File: src/rtl/pgm_pkg.sv
// pgm_sequencer shared definitions.
// FSM state encodings and opcode constants.
package pgm_pkg;

    typedef enum logic [1:0] {
        IDLE  = 2'd0,
        FETCH = 2'd1,
        EXEC  = 2'd2,
        HALT  = 2'd3
    } state_t;

    localparam logic [1:0] OP_INC  = 2'b00;
    localparam logic [1:0] OP_DEC  = 2'b01;
    localparam logic [1:0] OP_JNP  = 2'b10;
    localparam logic [1:0] OP_HALT = 2'b11;

endpackage

File: src/rtl/pgm_decode.sv
// pgm_sequencer instruction decode.
// Pure function of IR and R; the top gates the strobes with EXEC.
module pgm_decode
    import pgm_pkg::*;
#(
    parameter int DW = 4,
    parameter int IW = 4
) (
    input  logic [IW-1:0] ir,
    input  logic [DW-1:0] r,
    output logic          inc,
    output logic          jnp,
    output logic          i1,
    output logic          i0,
    output logic [DW-1:0] r_next,
    output logic          go_halt
);

    always_comb begin
        inc     = 1'b0;
        jnp     = 1'b0;
        i1      = 1'b0;
        i0      = 1'b0;
        r_next  = r;
        go_halt = 1'b0;
        unique case (ir[3:2])
            OP_INC: begin
                inc    = 1'b1;
                r_next = r + 1'b1;
            end
            OP_DEC: begin
                inc    = 1'b1;
                // saturate: R=0 stays 0
                r_next = (r == '0) ? r : r - 1'b1;
            end
            OP_JNP: begin
                jnp = 1'b1;
                i1  = ir[1];
                i0  = ir[0];
            end
            OP_HALT: go_halt = 1'b1;
        endcase
    end

endmodule

File: src/rtl/pgm_sequencer.sv
// Control sequencer paired with programCounter.
// Fetches over req/ack, executes one cycle per instruction.
module pgm_sequencer
    import pgm_pkg::*;
#(
    parameter int DW = 4,
    parameter int IW = 4
) (
    input  logic          clk,
    input  logic          rst_n,
    input  logic          run,
    input  logic          p1,
    input  logic          p0,
    output logic          imem_req,
    output logic [1:0]    imem_addr,
    input  logic          imem_ack,
    input  logic [IW-1:0] imem_data,
    output logic          jnp,
    output logic          inc,
    output logic          i1,
    output logic          i0,
    output logic          r2,
    output logic [DW-1:0] r_out,
    output logic          halted
);

    state_t        state_q;
    state_t        state_d;
    logic [IW-1:0] ir_q;
    logic [DW-1:0] r_q;
    logic [DW-1:0] r_next;
    logic          d_inc;
    logic          d_jnp;
    logic          d_i1;
    logic          d_i0;
    logic          d_halt;

    pgm_decode #(
        .DW (DW),
        .IW (IW)
    ) u_decode (
        .ir      (ir_q),
        .r       (r_q),
        .inc     (d_inc),
        .jnp     (d_jnp),
        .i1      (d_i1),
        .i0      (d_i0),
        .r_next  (r_next),
        .go_halt (d_halt)
    );

    always_ff @(posedge clk or negedge rst_n) begin
        if (!rst_n) begin
            state_q <= IDLE;
            ir_q    <= '0;
            r_q     <= '0;
        end else begin
            state_q <= state_d;
            if (state_q == FETCH && imem_ack)
                ir_q <= imem_data;
            if (state_q == EXEC)
                r_q <= r_next;
        end
    end

    always_comb begin
        state_d  = state_q;
        imem_req = 1'b0;
        inc      = 1'b0;
        jnp      = 1'b0;
        i1       = 1'b0;
        i0       = 1'b0;
        halted   = 1'b0;
        unique case (state_q)
            IDLE: begin
                if (run)
                    state_d = FETCH;
            end
            FETCH: begin
                imem_req = 1'b1;
                if (imem_ack)
                    state_d = EXEC;
            end
            EXEC: begin
                inc     = d_inc;
                jnp     = d_jnp;
                i1      = d_i1;
                i0      = d_i0;
                state_d = d_halt ? HALT : FETCH;
            end
            HALT: halted = 1'b1;
        endcase
    end

    // r2 reflects registered R, so it is the pre-update flag during EXEC
    assign r2        = |r_q;
    assign r_out     = r_q;
    assign imem_addr = {p1, p0};

endmodule
File: config.mk
export PLATFORM = sky130hd
export DESIGN_NAME = pgm_sequencer
export DESIGN_NICKNAME = d
export VERILOG_FILES = /design/src/rtl/pgm_pkg.sv /design/src/rtl/pgm_decode.sv /design/src/rtl/pgm_sequencer.sv
export SDC_FILE = /design/constraint.sdc
export NUM_CORES = 1
export LEC_CHECK = 0
export ABC_AREA = 1
export CAP_MARGIN = 20
export CORE_MARGIN = 5
export CORE_UTILIZATION = 42
export DETAILED_ROUTE_END_ITERATION = 6
export GPL_ROUTABILITY_DRIVEN = 1
export GPL_TIMING_DRIVEN = 0
export PLACE_DENSITY_LB_ADDON = 0.25
export SLEW_MARGIN = 25
export SYNTH_ARGS = -nofsm -noshare
export SYNTH_HDL_FRONTEND = slang
export SYNTH_HIERARCHICAL = 1
export SYNTH_SLANG_ARGS = --single-unit
File: constraint.sdc
create_clock -name clk -period 1.25 [get_ports clk]
set_input_delay 0.125 -clock clk [delete_from_list [all_inputs] [get_ports clk]]
set_output_delay 0.125 -clock clk [all_outputs]
set_load 0.01 [all_outputs]
# == Yosys cells after proc, flatten, opt, wreduce, memory -nomap -nowiden ==
# Cells that the tools add are included.
# totals
ff_bits,10
input_bits,10
output_inout_bits,13
word_cells,41
# op_classes
addsub,2
n_eq_ne,9
mux,17
reduce_logical,10
# op_table
op,n
$mux 1,11
$eq 2x2->1 const B,4
$pmux 4 s2,1
$mux 2,3
$ne 2x2->1 const B,3
$pmux 2 s3,1
$reduce_and 3->1,2
$add 4x1->4 const B,1
$eq 2x1->1 const B,2
$logic_not 2->1,2
$logic_not 4->1,1
$mux 4,1
$reduce_or 4->1,1
$sub 4x1->4 const B,1
$reduce_bool 3->1,1
$reduce_bool 2->1,1
$reduce_or 2->1,1
$logic_and 1x1->1,1

# == Logic depth before layout (Yosys ltp) ==
# depth
word_depth,4
ltp_mapped,8
depth_no_buf,8

# == By module ==
# Netlist, hierarchy kept.
# modules_own_cells
mod,n_inst,cells_each,area_each_um2,seq_area_each_um2
pgm_sequencer,1,74,580.6,250.2
pgm_decode,1,50,242.7,0.0

# == Worst setup path before layout ==
# No wires, ideal clock.
# synth_timing
kind,flip-flop to flip-flop
from,"register r_q[0], in the netlist r_out[0]"
to,"register r_q[2], in the netlist r_out[2]"
setup_ns,0.127
arrival_time_ns,1.173
required_ns,1.123
setup_slack_ns,-0.050
path_stages_with_launch,9
n_path_buf,0
period_less_slack_ns,1.300
path_cell_list,dfrtp_1 > inv_1 > ha_1 > nand3_1 > o21ai_0 > nor2_1 > nor2_1 > nand2_1 > o21ai_0
# synth_between
elab_chain_len,3
word_cells_on_any_way,7
cone_classes,add/sub: 2; eq/ne: 1; mux: 2; reduce/logical: 2
# synth_rtl
item,line_no,text
from (decl),pgm_sequencer.sv:30,logic [DW-1:0] r_q;
from (signal assigned),pgm_sequencer.sv:62,r_q <= r_next;
$sub 4x1->4,pgm_decode.sv:34,r_next = (r == '0) ? r : r - 1'b1;
$mux 4,pgm_decode.sv:34,
$pmux 4 s2 *,pgm_decode.sv:26,unique case (ir[3:2])
net r_next[2],pgm_sequencer.sv:31,logic [DW-1:0] r_next;
# The timed path passes the listed nets; every way through them passes the cells marked *. The select of a mux whose other input is x is not followed.
# A chain may end at the register's enable or synchronous reset.

# == Final worst setup path ==
# layout_timing
from,register state_q[1]
to,output inc
# layout_between
elab_chain_len,2
# layout_rtl
item,line_no,text
from (decl),pgm_sequencer.sv:27,state_t state_q;
from (signal assigned),pgm_sequencer.sv:58,state_q <= state_d;
$eq 2x2->1,pgm_sequencer.sv:74,unique case (state_q)
$mux 1,pgm_sequencer.sv:74,
to (decl),pgm_sequencer.sv:19,"output logic inc,"
# Every way passes these cells.

==> summary.log <==
[outcome] run status finished, violations left
[outcome] failing checks setup timing
[power_and_ir_drop] switching pwr 1260 uW
[global_route] antenna violations before repair 0
[cts] maximum level of the CTS H-tree 1
[critical_path] data arrival time of the worst path 1.22 ns
[global_route] GR met3 Demand/Resource 1.63%
[global_route] gr ovfl total 0
[sta] FMAX 742 MHz
[sta] Hold Vio Cnt, Final 0
[critical_path] Worst path slowest cell sky130_fd_sc_hd__dfrtp_2
[layout] leading cell types in the layout, fill and taps excluded 36 x sky130_fd_sc_hd__nand2_1, 12 x sky130_fd_sc_hd__inv_2, 12 x sky130_fd_sc_hd__nand3_1, 11 x sky130_fd_sc_hd__inv_1, 11 x sky130_fd_sc_hd__buf_4
[power_and_ir_drop] overall power consumption 2680 uW
[sta] Slew Limit Fails 0
[logic_synthesis] FF+latch count, synth 10
[cts] clock latency on the worst-skew pair 0.26 ns
[placed_design] count of buffers inserted at the top-level ports 20
[sta] final worst-path setup slack -0.0973 ns
[cts] total CTS buffers 3
[placed_design] DP Worst Slack -0.485 ns
[sta] share of the clock period used by the worst path after layout 108%
[power_and_ir_drop] internal power of the cells 1420 uW
[power_and_ir_drop] IR drop worst, VDD 1.20 mV
[sta] worst slew margin relative to its limit 69.5%
[floorplan] width of the chip 54.3 um
[critical_path] maximum single-stage delay on the critical path 0.45 ns
[placed_design] routability congestion estimate from global placement 0.749
[global_route] maximum number of pins on one net before global-route repair 11
[global_route] met2 global-route usage 27.7%
[critical_path] Worst Path Class, Setup flop to output pin
[placed_design] half-perimeter wire length after placement 1.36 mm
[drt] WL/cell 9.97 um
[layout] Antenna diodes 0
[critical_path] cell-by-cell listing of the critical path ha_4, buf_6, nand2_2, inv_1, buf_2
[sta] unrepaired setup endpoints after global routing true
[cts] Max Root-Sink Buffers 2
[critical_path] startpoint of the worst-slack reg-to-reg timing path r_out[1]
[sta] Hold Worst Slack 0.180 ns
[cts] TritonCTS clock tree yes
[sta] number of setup violations in the final report 5
[hold_path] Hold/Removal Path Class input pin to async pin
[logic_synthesis] cell type with the highest aggregate area in the netlist sky130_fd_sc_hd__dfrtp_1
[logic_synthesis] most area-consuming cells after synthesis sky130_fd_sc_hd__dfrtp_1 30%, sky130_fd_sc_hd__nand2_1 18%, sky130_fd_sc_hd__ha_1 12%
[power_and_ir_drop] Reg power frac 26.1%
[logic_synthesis] synthesized cell area 823 um^2
[drt] total iterations of the first detailed-routing run 4
[logic_synthesis] Yosys warnings 6
[cts] clock tree root driver cell sky130_fd_sc_hd__clkbuf_4
[logic_synthesis] synthesized netlist cell count 124
[sta] actual slew at the worst max-slew pin 0.456 ns
[drt] starting DRC count in detailed routing 8
[logic_synthesis] top-area cell type share of the netlist area 30.4%
[cts] CTS sink count 10
[global_route] busiest layer in global routing met2
[global_route] gr usage total 15.3%
[layout] leading cell type in the layout, fill and taps excluded sky130_fd_sc_hd__nand2_1
[layout] area delta synth->final 51.5%
[critical_path] CP Max Fanout 7
[cts] Hold Buf Count CTS 0
[logic_synthesis] sequential-to-total area share from yosys stat 30.4%
[drt] detailed-route via count 855
[floorplan] height of the chip 54.3 um
[critical_path] Setup crit end kind output pin
[layout] Layout Utilization 64.9%
[drt] number of vias per cell after detailed routing 4.65
[power_and_ir_drop] logic gate share of total power 66.0%
[run] max_cap viols 0
[power_and_ir_drop] Lkg Pwr 0.000671 uW
[floorplan] core region area 0.00192 mm^2
[floorplan] initial standard-cell utilization of the core 42.8%
[drt] DRC violations left 0
[global_route] via count of the first global-routing pass 831
[floorplan] Top Ports 23
[floorplan] placement row count 16
[floorplan] area of the die 0.00295 mm^2
[logic_synthesis] nets in the synthesized netlist 142
[logic_synthesis] Distinct cells, synth 18
[cts] clk slew on worst S/H paths 0.06 ns
[power_and_ir_drop] Power per Cell Area 2140 mW/mm^2
[sta] Fin Clk Skew 0.00375 ns
[drt] Post-DRT Antenna Nets 0
[drt] total wire length 1.83 mm
[global_route] first-pass GRT wire length 3.25 mm
[sta] post-layout min period 1.35 ns
[critical_path] timing startpoint of the critical path state_q[1]
[power_and_ir_drop] fraction of power spent switching nets 46.9%
[critical_path] kind of start point of the critical path flop
[power_and_ir_drop] clock network fraction of design power 7.9%
[layout] layout net count 177
[layout] layout cell share with drive strength beyond 1 42.0%
[critical_path] Crit path required time 1.12 ns
[logic_synthesis] average cell area after synthesis 6.64 um^2
[global_route] Global Route met1 Usage 16.5%
-- power by group through the flow --
stage	sequential, uW	combinational, uW	clock, uW
2_1_floorplan	674	918	0
3_3_place_gp	700	1320	0
3_5_place_dp	710	1350	0
4_1_cts	685	1590	221
5_1_grt	724	2010	236
6_report	698	1770	212
-- cell usage after synthesis (all sizes together) --
| cell | number |
|---|---|
| nand2 | 42 |
| inv | 25 |
| nand3 | 15 |
| dfrtp | 10 |
| ha | 8 |
| nor2 | 8 |
| o21ai | 5 |
| buf | 3 |
| a21oi | 2 |
| and3 | 2 |
| nand4 | 2 |
| a21boi | 1 |
| a22oi | 1 |
-- registers in the layout (all words and copies together), names as in the netlist --
signal and count:
state_q 2, r_out 4, ir_q 4
-- logic make-up after synthesis --
group | synth area share (%)
AO/OA/AOI/OAI | 6.53
adder cells (fa/ha/maj) | 12.2
buffers and inverters | 13.8
flip-flops | 30.4
AND/OR/NAND/NOR | 37.1
-- path summary, 6_finish.rpt --
check / end / slack (ns) / cells past startpoint
worst min register to register: ir_q[0] / 0.47 / 2
max in group asynchronous: r_out[2] / 0.73 / 1
worst max-delay path: inc / -0.1 / 5
worst max register to register: r_out[2] / 0.03 / 8
min in group clk: ir_q[3] / 0.42 / 3
worst min-delay path: ir_q[1] / 0.18 / 1
-- timing repair --
action,CTS,global route
cloned,0,0
endpoints found under the setup margin,20,12
pin swaps,2,7
gates resized for setup,57,22
setup buffers,8,2
-- cell type report --
class | count | area (um^2)
Multi-Input combinational cell | 86 | 541
Inverter | 25 | 98.8
Timing Repair Buffer | 30 | 265
Sequential cell | 10 | 260
Clock buffer | 3 | 22.5
Buffer | 3 | 26.3
Fill cell | 188 | 674
Tap cell | 27 | 33.8
-- stage by stage --
stage	std cells	setup TNS, ns	area, um^2
floorplan	124	0	826
finish	184	-0.358	1250
global placement	171	-2.41	1060
CTS	182	-0.405	1170
detailed placement	171	-2.59	1060
global route	184	-0.747	1250
-- critical path, delay by kind of cell (launching register included) --
kind	cells	cell delay [ns]
adders and majority gates	1	0.18
buffers and inverters	3	0.28
and+or+nand+nor	1	0.05
DFF	1	0.45
-- per-layer routing --
layer | wire [um] | vias up
met3 | 64 | 2
met2 | 983 | 19
li1 | - | 452
met1 | 759 | 382
met5 | 0 | -
met4 | 27 | 0
Power figures use the tool's default switching activity.
